File: config.mk
export PLATFORM = sky130hd
export DESIGN_NAME = audio_sample_conditioner
export DESIGN_NICKNAME = d
export VERILOG_FILES = /design/src/rtl/audio_sample_conditioner.sv
export SDC_FILE = /design/constraint.sdc
export NUM_CORES = 1
export LEC_CHECK = 0
export BUFFER_PORTS_ARGS = -buffer_cell sky130_fd_sc_hd__clkbuf_2
export CAP_MARGIN = 20
export CORE_UTILIZATION = 45
export CTS_BUF_LIST = sky130_fd_sc_hd__clkbuf_4
export DETAILED_ROUTE_END_ITERATION = 6
export GPL_TIMING_DRIVEN = 0
export PLACE_DENSITY = 0.59
export SLEW_MARGIN = 20
export SYNTH_ARGS = -nofsm -noshare
export SYNTH_HDL_FRONTEND = slang
export SYNTH_SLANG_ARGS = --single-unit
File: constraint.sdc
create_clock -name clk -period 4.6 [get_ports clk]
set_input_delay 0.46 -clock clk [delete_from_list [all_inputs] [get_ports clk]]
set_output_delay 0.46 -clock clk [all_outputs]
set_load 0.05 [all_outputs]
File: src/rtl/audio_sample_conditioner.sv
`default_nettype none
// ============================================================================
// Module   : audio_sample_conditioner
// Brief    : Converts ADC codes to signed audio. Detects sample-valid edges,
//            averages blocks of 2^AVG_LOG2 samples, optionally removes DC with
//            a leaky integrator, and applies gain with saturation.
// Revision : 1.0 - initial release
// ============================================================================
module audio_sample_conditioner #(
   parameter int AVG_LOG2 = 2,
   parameter int DC_SHIFT = 10
) (
   input  logic        clk,
   input  logic        reset,
   input  logic        enable,
   input  logic        sample_valid,
   input  logic [11:0] sample_in,
   input  logic        dc_en,
   input  logic [1:0]  gain,
   output logic [15:0] sample_out,
   output logic        sample_out_valid,
   output logic        clip
);

   localparam int ACC_W = 13 + AVG_LOG2;
   localparam int CNT_W = AVG_LOG2 + 1;
   localparam int DC_W  = 14 + DC_SHIFT;
   localparam logic [CNT_W-1:0] CNT_LAST = CNT_W'((1 << AVG_LOG2) - 1);

   logic                    r_sv_prev;
   logic signed [ACC_W-1:0] r_acc;
   logic [CNT_W-1:0]        r_cnt;
   logic signed [12:0]      r_avg;
   logic                    r_v1;
   logic signed [14:0]      r_hp;
   logic                    r_v2;
   logic signed [DC_W-1:0]  r_dc_acc;

   logic                    w_capture;
   logic signed [12:0]      w_s;
   logic signed [ACC_W-1:0] w_sum;
   logic signed [14:0]      w_hp;
   logic [2:0]              w_shamt;
   logic signed [21:0]      w_y;
   logic                    w_sat_hi;
   logic                    w_sat_lo;

   // A sample is taken only on the rising edge of the valid level.
   assign w_capture = enable & sample_valid & ~r_sv_prev;
   // Offset-binary ADC code to two's complement around mid-scale.
   assign w_s       = $signed({1'b0, sample_in}) - 13'sd2048;
   assign w_sum     = r_acc + ACC_W'(w_s);
   // DC estimate is the integrator scaled down by its time constant.
   assign w_hp      = dc_en ? (15'(r_avg) - 15'(r_dc_acc >>> DC_SHIFT)) : 15'(r_avg);
   assign w_shamt   = {1'b0, gain} + 3'd4;
   assign w_y       = 22'(r_hp) <<< w_shamt;
   assign w_sat_hi  = (w_y > 22'sd32767);
   assign w_sat_lo  = (w_y < -22'sd32768);

   // Edge history follows sample_valid in every cycle, including reset and
   // disable, so a level already high before the block is running never
   // counts as a fresh edge.
   always_ff @(posedge clk) begin
      r_sv_prev <= sample_valid;
   end

   // Stage 1: block accumulation and averaging by arithmetic shift.
   always_ff @(posedge clk) begin
      if (reset) begin
         r_acc <= '0;
         r_cnt <= '0;
         r_avg <= '0;
         r_v1  <= 1'b0;
      end else if (!enable) begin
         r_acc <= '0;
         r_cnt <= '0;
         r_v1  <= 1'b0;
      end else begin
         r_v1 <= 1'b0;
         if (w_capture) begin
            if (r_cnt == CNT_LAST) begin
               r_avg <= 13'(w_sum >>> AVG_LOG2);
               r_acc <= '0;
               r_cnt <= '0;
               r_v1  <= 1'b1;
            end else begin
               r_acc <= w_sum;
               r_cnt <= r_cnt + CNT_W'(1);
            end
         end
      end
   end

   // Stage 2: DC removal; the integrator is parked at zero while bypassed.
   always_ff @(posedge clk) begin
      if (reset) begin
         r_hp     <= '0;
         r_v2     <= 1'b0;
         r_dc_acc <= '0;
      end else if (!enable) begin
         r_v2 <= 1'b0;
      end else begin
         r_v2 <= r_v1;
         if (r_v1) begin
            r_hp <= w_hp;
         end
         if (!dc_en) begin
            r_dc_acc <= '0;
         end else if (r_v1) begin
            r_dc_acc <= r_dc_acc + DC_W'(w_hp);
         end
      end
   end

   // Stage 3: gain, saturation and the single-cycle output strobes.
   always_ff @(posedge clk) begin
      if (reset) begin
         sample_out       <= 16'h0000;
         sample_out_valid <= 1'b0;
         clip             <= 1'b0;
      end else begin
         sample_out_valid <= 1'b0;
         clip             <= 1'b0;
         if (enable && r_v2) begin
            sample_out_valid <= 1'b1;
            clip             <= w_sat_hi | w_sat_lo;
            if (w_sat_hi) begin
               sample_out <= 16'h7FFF;
            end else if (w_sat_lo) begin
               sample_out <= 16'h8000;
            end else begin
               sample_out <= w_y[15:0];
            end
         end
      end
   end

endmodule
`default_nettype wire

## After elaboration in Yosys (flattened, before gate mapping)

Index checks and enable logic that the tools add are counted.

- Output and inout bits: 18
- Register bits after elaboration: 91
- Logic and storage cells: 45
- Input bits: 19

- Eq/ne operators: 2
- Order comparisons: 2
- Reduce and logical (&&, ||, !) cells: 7
- Bitwise gates (word level): 7
- Add/subtract/negate cells: 6
- Shift operators: 1
- Multiplexer cells: 9

Operators by type and width:

| operator | number |
|---|---|
| two-way mux 24 bit | 2 |
| two-way mux 16 bit | 2 |
| two-way mux 15 bit | 2 |
| adder 24 x 15 -> 24 bit | 1 |
| greater-than comparator 22 x 16 -> 1 bit, second input constant | 1 |
| < comparator 22 x 16 -> 1 bit, second input constant | 1 |
| <<< shifter 15 x 3 -> 22 bit | 1 |
| adder 15 x 13 -> 15 bit | 1 |
| subtractor 13 x 14 -> 15 bit | 1 |
| subtractor 12 x 12 -> 13 bit, second input constant | 1 |
| NOT 1 bit | 4 |
| AND reduction 2 bit | 2 |
| OR reduction 2 bit | 2 |
| adder 2 x 3 -> 3 bit, second input constant | 1 |
| adder 3 x 1 -> 3 bit, second input constant | 1 |
| equality test 3 x 2 -> 1 bit, second input constant | 1 |
| two-way mux 3 bit | 1 |
| AND reduction 3 bit | 1 |
| OR reduction 3 bit | 1 |
| AND 1 bit | 2 |
| two-way mux 1 bit | 2 |
| inequality test 2 x 1 -> 1 bit, second input constant | 1 |
| logical AND 1 bit | 1 |
| OR 1 bit | 1 |

## Longest topological paths before layout

Gate-level depths: netlist of the first run.

- Word-level depth: 5
- Gate-level depth with buffers: 20
- Depth with buffers taken out: 20

## Worst setup path after synthesis of the first run

Ideal clock, no wire load.

- Kind: register to register
- From: register r_avg[0]
- To: register r_dc_acc[23]
- Arrival time: 4,113 ps
- Setup time: 120 ps
- Stages on the path, launching flop included: 20
- Clock period less this slack: 4,232 ps
- Path buffers: 0
- Data required time: 4,480 ps
- Setup slack: 368 ps
- Cells stage by stage: dfxtp_1 inv_1 ha_1 inv_1 fa_1 a21oi_1 o22ai_1 o211ai_1 a31oi_1 a2bb2oi_1 a21oi_1 ha_1 a21o_1 a211o_1 o22ai_1 a21oi_1 a41o_1 a21o_1 and2_1 a211o_1

- Longest elaborated chain between the ends: 5

Ends and longest elaborated chain:

| item | line | RTL |
|---|---|---|
| from (decl) | 33 | `logic signed [12:0] r_avg;` |
| from (signal assigned) | 82 | `r_avg <= 13'(w_sum >>> AVG_LOG2);` |
| subtractor 13 x 14 -> 15 bit | 54 | `assign w_hp = dc_en ? (15'(r_avg) - 15'(r_dc_acc >>> DC_SHIFT)) : 15'(r_avg);` |
| two-way mux 15 bit | 54 |  |
| named net w_hp[14] | 42 | `logic signed [14:0] w_hp;` |
| adder 24 x 15 -> 24 bit | 110 | `r_dc_acc <= r_dc_acc + DC_W'(w_hp);` |
| two-way mux 24 bit | 109 | `end else if (r_v1) begin` |
| two-way mux 24 bit | 107 | `if (!dc_en) begin` |
| to (signal assigned) | 110 |  |
| to (decl) | 37 | `logic signed [DC_W-1:0] r_dc_acc;` |

The timed path passes the listed nets, and every way through them passes these cells. The select of a mux whose other input is x is not followed.
A chain may end at the register's enable or synchronous reset.

## Worst setup path in the final report of the first run

Ends and elaborated chain as after synthesis.

==> key figures, run 1 <==
Clock network
  • Sinks on Clock Net: 88
  • Clock tree root driver cell: sky130_fd_sc_hd__clkbuf_4
  • CTS tree: done
  • Worst-case clock buffer depth: 2
  • Clock latency of the later-clocked register in the worst-skew pair: 0.47 ns
  • Post-CTS clock slew at the launch and capture registers of the worst setup and hold paths: 0.16 ns
  • Htree depth: 3
  • Number of buffers inserted during clock tree synthesis: 9

Global routing
  • Initial antenna violation count: 0
  • Global-route wire length before repair: 24410 um
  • Number of global-route vias before repair: 4929
  • Total overflow reported by the global router: 0
  • Tot GR Track Use: 0.2327
  • Largest net degree at the start of global routing: 16

Min path
  • Number of cells on the worst hold path: 1
  • Worst hold-check path type: input port to register

Worst setup path
  • Nature of the critical path startpoint: register
  • CP peak stage delay: 0.41 ns
  • CP required: 4.99 ns
  • Kind of end point of the critical path: register
  • Count of cells along the worst register-to-register path: 22
  • Arrival @ worst endpoint: 4.75 ns
  • Type of the setup path with the least slack: register to register
  • CP most frequent cell: sky130_fd_sc_hd__buf_4
  • Biggest fanout along the worst timing path: 5
  • Crit-path slowest cell: sky130_fd_sc_hd__fa_1
  • Ordered list of cells on the worst path: inv_1, ha_1, inv_1, fa_1, a21oi_2, o22ai_1, o21ai_1, buf_4, buf_4, xor2_1, a21oi_1, ha_1, a21o_1, a31oi_1, nor3_1, a211oi_2, buf_4, a21oi_2, a41o_1, a21o_1, and2_1, a211o_1

Placement
  • Quantity of I/O buffers inserted on ports: 32
  • Placement-stage cell area: 6350 sq um
  • Detailed-placement wirelength estimate: 11850 um
  • Placed cell count: 959
  • Routability congestion estimate from global placement: 0.8884
  • Post-Place Setup Slack: -0.5748 ns

Run status
  • Result of the run: finished clean

Logic synthesis
  • Avg Inst Size Synth: 7.913 sq um
  • Leading post-synthesis cells by cell area: sky130_fd_sc_hd__dfxtp_1 29%, sky130_fd_sc_hd__ha_1 12%, sky130_fd_sc_hd__a21oi_1 7.0%, sky130_fd_sc_hd__nor2_1 5.2%, sky130_fd_sc_hd__nand2_1 5.0%
  • Xor/xnor cell area share of the yosys netlist: 0.05424
  • Post-synthesis cell type count: 58
  • Multiplexer share of the synthesized area: 0.04461
  • Post-synthesis share of cell area spent on full adders, half adders and majority gates: 0.1273
  • Number of synthesis warnings: 0
  • Most instantiated library cell after synthesis: sky130_fd_sc_hd__dfxtp_1
  • Combinational family with the most area after synthesis: compound AO/OA/AOI/OAI gates
  • Sequential element share of the synthesized area: 0.2949
  • Post-synthesis cell count: 755
  • Number of synthesized register bits: 88
  • Number of synthesized flops with an enable pin: 0
  • Top post-synthesis cells by count: 88 x sky130_fd_sc_hd__dfxtp_1, 83 x sky130_fd_sc_hd__a21oi_1, 82 x sky130_fd_sc_hd__nor2_1
  • Top-area cell type share of the netlist area: 0.2949
  • Area fraction in compound gates after synthesis: 0.2563
  • Cell accounting for the most synthesized area: sky130_fd_sc_hd__dfxtp_1
  • Synth async-reset ratio: 0
  • Primary flip-flop cell chosen by synthesis mapping: sky130_fd_sc_hd__dfxtp_1
  • Syn Nets: 833
  • Post-Synthesis Cell Area: 5974 sq um
  • Simple-gate area share of the yosys netlist: 0.1730

Timing
  • Setup tns final: 0 ns
  • Slew headroom: 0.4382
  • Slew at the pin closest to its max-slew limit: 0.8396 ns
  • Layout Skew: 0.02490 ns
  • Least setup slack across all paths after layout: 0.2422 ns
  • Final critical-path share of the clock period: 0.9474
  • Number of failing setup endpoints in the final timing report: 0
  • Final critical path time including I/O delays and setup: 4.358 ns
  • Number of hold-slack violations in the final timing report: 0
  • Final Slew Violations: 0
  • Highest attainable clock frequency: 0.2295 GHz

Finish
  • Synth-to-Final Area Change: 11.83%
  • Nets@finish: 887
  • Fraction of final layout cells with drive strength greater than 1: 0.1278
  • Post-route cell area: 6681 sq um
  • Diode count: 0
  • Non-filler cells in the finished layout: 986

Power and ir drop
  • Total power after layout: 1.356 mW
  • Static leakage power: 2.858 nW
  • Worst supply voltage drop on vdd: 128.4 uV
  • Power per cell area: 203.0 nW/um^2

Detailed routing
  • Count of antenna-violating nets left after detailed routing: 0
  • Number of remaining DRC errors: 0
  • Routed WL per cell: 15.81 um
  • Number of vias in the routed layout: 5518
  • Routed vias/inst: 5.596
  • Number of violations reported at the end of detailed-routing iteration 0: 388
  • Count of TritonRoute iterations in the first routing pass: 5
  • Post-detailed-routing wire length: 15590 um

Floorplanning
  • Number of core rows: 41
  • Floorplan core area: 12770 sq um
  • I/O pin total: 37
  • Area of the die: 13740 sq um
  • Width of the die: 117.2 um
  • Vert. Die Dim: 117.2 um
  • Initial standard-cell utilization of the core: 0.4677

Job
  • Maximum Capacitance Violations: 0
-- stage by stage --
stage               hold WS, ns  utilization
floorplan                0.4292            -
global placement         0.4432       0.4971
detailed placement       0.4505       0.4971
CTS                     0.07252       0.5114
global route            0.05085       0.5231
finish                  0.08897       0.5231
-- power by group --
group          switching (mW)  internal (mW)
registers             0.00141          0.765
logic                  0.0890         0.0478
clock network           0.288          0.165
-- placed cells by master, fill, tap and decap left out, drive strengths merged, types with 13 or more instances in the layout --
cell,Yosys,layout
nand2,80,80
ha,56,56
buf,10,20
o21ai,39,39
xor2,13,13
xnor2,24,24
dfxtp,88,88
a22oi,23,23
a21o,13,13
nor2,82,82
inv,42,43
clkbuf,22,63
a21oi,83,84
mux2,13,13
nand3,15,15
-- repair_timing --
item                                    4_1_cts  5_1_grt
resized for setup                             8       15
pin swaps                                     3        6
buffers inserted                              2        8
hold buffers                                  0        0
endpoints found under the setup margin        5        6
hold endpoints to repair                      0        0
cloned                                        0        1
-- metal layers --
layer  vias to the layer above  share of wire  global-route usage  wire (um)
li1                       2804              -                   -          -
met5                         -              0                   0          0
met2                       123           0.45              0.3827       7038
met3                        18          0.048             0.05098        742
met4                         0          0.014             0.05907        224
met1                      2573           0.49              0.3080       7585
-- registers in the layout, indices dropped and copies added, names as in the netlist --
signal            count
r_dc_acc             24
r_v2                  1
r_acc                15
r_cnt                 3
sample_out           13
r_sv_prev             1
r_v1                  1
r_hp                 15
sample_out_valid      1
clip                  1
r_avg                13
-- cell families (layout without fill, tap and decap cells) --
group / count (synthesis) / in the layout
flip-flops: 88 / 88
multiplexers: 25 / 25
adder cells (fa/ha/maj): 59 / 59
XOR/XNOR: 37 / 37
AND/OR/NAND/NOR: 234 / 234
buffers and inverters: 75 / 133
AO/OA/AOI/OAI: 237 / 238
-- critical path: cells and delay by family, from the launching register on --
kind / cells / cell delay [ns]
XOR/XNOR: 1 / 0.05
adder cells (fa/ha/maj): 3 / 0.93
AO/OA/AOI/OAI: 11 / 2.18
buffers and inverters: 5 / 0.50
AND/OR/NAND/NOR: 2 / 0.25
flip-flops: 1 / 0.37
-- path summary, 6_finish.rpt --
check | to | startpoint | slack, ns
setup reg to reg | r_dc_acc[23]$_SDFFE_PP0P_ | r_avg[0]$_SDFFE_PP0P_ | 0.24
hold / removal | r_sv_prev$_DFF_P_ | sample_valid | 0.09
setup / recovery | r_dc_acc[23]$_SDFFE_PP0P_ | r_avg[0]$_SDFFE_PP0P_ | 0.24
hold reg to reg | sample_out[15]$_SDFFE_PP0P_ | sample_out[15]$_SDFFE_PP0P_ | 0.47
-- layout make-up --
cell class / instances / area [sq um]
inverters: 43 / 161.4
plain buffers: 32 / 135.1
fillers: 1276 / 6092
well taps: 172 / 215.2
repair buffers: 42 / 235.2
clock buffers: 9 / 67.56
clock inverters: 7 / 70.07
flip-flops and latches: 88 / 1767
multi-input cells: 593 / 4030
(Power assumes the default switching activity.)
==> run 2, diff against run 1 <==
clock period = 5.5 ns   (was 4.6 ns; I/O delays follow)
==> key figures, run 2 (synthesized netlist as in run 1, its figures left out) <==
Run status
  • Result of the run: finished clean

Detailed routing
  • Count of antenna-violating nets left after detailed routing: 0 (unchanged)
  • Count of TritonRoute iterations in the first routing pass: 6 (+1)
  • Number of violations reported at the end of detailed-routing iteration 0: 367 (-5.4%)
  • Number of remaining DRC errors: 0 (unchanged)
  • Routed WL per cell: 15.72 um (-0.59%)
  • Routed vias/inst: 5.565 (-0.56%)
  • Number of vias in the routed layout: 5426 (-1.7%)
  • Post-detailed-routing wire length: 15330 um (-1.7%)

Clock network
  • Post-CTS clock slew at the launch and capture registers of the worst setup and hold paths: 0.16 ns (about the same)
  • Number of buffers inserted during clock tree synthesis: 9 (unchanged)
  • Worst-case clock buffer depth: 2 (unchanged)
  • Clock tree root driver cell: sky130_fd_sc_hd__clkbuf_4
  • Clock latency of the later-clocked register in the worst-skew pair: 0.47 ns (about the same)
  • Htree depth: 3 (unchanged)
  • Setup repair bufs after CTS: 0 (-2)
  • CTS tree: done
  • Sinks on Clock Net: 88 (unchanged)

Global routing
  • Total overflow reported by the global router: 0 (unchanged)
  • Global-route wire length before repair: 24290 um (-0.51%)
  • Initial antenna violation count: 0 (unchanged)
  • Tot GR Track Use: 0.2316 (-0.001097)
  • Largest net degree at the start of global routing: 16 (unchanged)
  • Number of global-route vias before repair: 4888 (-0.83%)

Timing
  • Least setup slack across all paths after layout: 0.4319 ns (+0.1897 ns)
  • Slew headroom: 0.4329 (-0.005255)
  • Highest attainable clock frequency: 0.1973 GHz (-14%)
  • Final critical path time including I/O delays and setup: 5.068 ns (+0.7103 ns)
  • Number of hold-slack violations in the final timing report: 0 (unchanged)
  • Number of failing setup endpoints in the final timing report: 0 (unchanged)
  • Final Slew Violations: 0 (unchanged)
  • Layout Skew: 0.02279 ns (-0.002113 ns)
  • Tightest hold margin: 0.1873 ns (+0.09829 ns)
  • Unrepaired setup endpoints after global routing: false
  • Slew at the pin closest to its max-slew limit: 0.8474 ns (+0.007853 ns)
  • Setup tns final: 0 ns (unchanged)
  • Final critical-path share of the clock period: 0.9215 (-0.02588)

Worst setup path
  • Number of buffers and inverters on the critical path: 1 (-4)
  • FF-to-FF Start: r_dc_acc[11]$_SDFFE_PP0P_
  • CP peak stage delay: 0.41 ns (about the same)
  • Type of the setup path with the least slack: register to register
  • First element of the critical path: r_dc_acc[11]$_SDFFE_PP0P_
  • Arrival @ worst endpoint: 5.45 ns (+0.70 ns)
  • Nature of the critical path startpoint: register
  • Crit-path slowest cell: sky130_fd_sc_hd__dfxtp_1
  • Worst setup path end: r_dc_acc[23]$_SDFFE_PP0P_
  • Count of cells along the worst register-to-register path: 20 (-9.1%)
  • Biggest fanout along the worst timing path: 4 (-1)
  • CP Depth: 20 (-9.1%)
  • Setup slack of the most critical reg-to-reg path: 0.43 ns (+0.19 ns)
  • CP required: 5.88 ns (+0.89 ns)
  • Kind of end point of the critical path: register
  • Ordered list of cells on the worst path: inv_1, ha_1, nor2b_1, o21a_1, o21ai_1, a211oi_1, o31ai_1, a21boi_1, xor2_1, mux2_2, ha_1, and2_4, a221oi_2, o21ai_1, a211oi_2, a21oi_1, a41o_1, o31ai_1, a21oi_1, a211o_1
  • Top cell family by delay on the critical path: compound AO/OA/AOI/OAI gates
  • End of the worst register-to-register path: r_dc_acc[23]$_SDFFE_PP0P_

Floorplanning
  • I/O pin total: 37 (unchanged)
  • Number of core rows: 41 (unchanged)
  • Initial standard-cell utilization of the core: 0.4677 (unchanged)
  • Area of the die: 13740 sq um (unchanged)
  • Floorplan core area: 12770 sq um (unchanged)
  • Vert. Die Dim: 117.2 um (unchanged)
  • Width of the die: 117.2 um (unchanged)

Finish
  • Fraction of final layout cells with drive strength greater than 1: 0.09589 (-0.03187)
  • Synth-to-Final Area Change: 8.649%
  • Max FFs per register: 24 (unchanged)
  • Highest-count cells in the layout ignoring fill and taps: 88 x sky130_fd_sc_hd__dfxtp_1, 82 x sky130_fd_sc_hd__nor2_1, 82 x sky130_fd_sc_hd__a21oi_1
  • Diode count: 0 (unchanged)
  • Register with the most flip-flops: r_dc_acc
  • Top flop regs: r_dc_acc (24), r_acc (15), r_hp (15)
  • Nets@finish: 876 (-1.2%)
  • Count of fill cells added during filler insertion: 1293 (+1.3%)
  • Most common cell after layout, fill and taps aside: sky130_fd_sc_hd__dfxtp_1

Min path
  • Worst hold-check path type: input port to register

Power and ir drop
  • Total power after layout: 1.128 mW (-17%)
  • Static leakage power: 2.795 nW (-2.2%)
  • Worst supply voltage drop on vdd: 107.0 uV (-17%)
  • Power per cell area: 173.8 nW/um^2 (-14%)

Placement
  • Post-Place Setup Slack: 0.3252 ns (+0.9000 ns)
  • Detailed-placement wirelength estimate: 11850 um (unchanged)
  • Routability congestion estimate from global placement: 0.8884 (unchanged)
  • Quantity of I/O buffers inserted on ports: 32 (unchanged)

Job
  • Maximum Capacitance Violations: 0 (unchanged)
run 2: timing repair:
item                       4_1_cts  5_1_grt
gates resized for setup          0        1
setup endpoints to repair        0        1
hold buffers                     0        0
run 2: metal layers:
metal / vias up / routed length, um / global-route usage
met5: - / 0 / 0
li1: 2783 / - / -
met3: 22 / 782 / 0.05201
met4: 0 / 195 / 0.05823
met2: 122 / 6924 / 0.3800
met1: 2499 / 7422 / 0.3067
run 2: final cells by class:
cell class / count / area (sq um) / share of cell area
sequential: 88 / 1762 / 0.2714
clock buffer: 9 / 67.56 / 0.01041
clock inverter: 7 / 70.07 / 0.01079
buffer: 32 / 135.1 / 0.02082
tap: 172 / 215.2 / 0.03315
timing repair buffer: 32 / 160.2 / 0.02467
inverter: 43 / 161.4 / 0.02487
multi-input combinational: 592 / 3920 / 0.6039
run 2: through the flow:
stage / std cells / instance area [sq um] / utilization
6_report: 975 / 6491 / 0.5082
5_1_grt: 975 / 6491 / 0.5082
4_1_cts: 975 / 6487 / 0.5079
3_5_place_dp: 959 / 6350 / 0.4971
3_3_place_gp: 959 / 6350 / 0.4971
2_1_floorplan: 755 / 5974 / -
run 2: worst min-delay path by stage:
stage,start,end,cells past startpoint
floorplan,r_acc[13]$_SDFFE_PP0P_,r_acc[13]$_SDFFE_PP0P_,2
finish,sample_valid,r_sv_prev$_DFF_P_,1
CTS,sample_valid,r_sv_prev$_DFF_P_,1
global route,sample_valid,r_sv_prev$_DFF_P_,1
global placement,r_dc_acc[7]$_SDFFE_PP0P_,r_dc_acc[7]$_SDFFE_PP0P_,2
detailed placement,r_acc[13]$_SDFFE_PP0P_,r_acc[13]$_SDFFE_PP0P_,2
run 2: where the power goes:
group          internal (mW)  leakage [nW]  switching, mW
combinational         0.0376          2.02         0.0727
clock                  0.138        0.0676          0.239
sequential             0.640         0.709        0.00118
total                  0.815          2.79          0.313
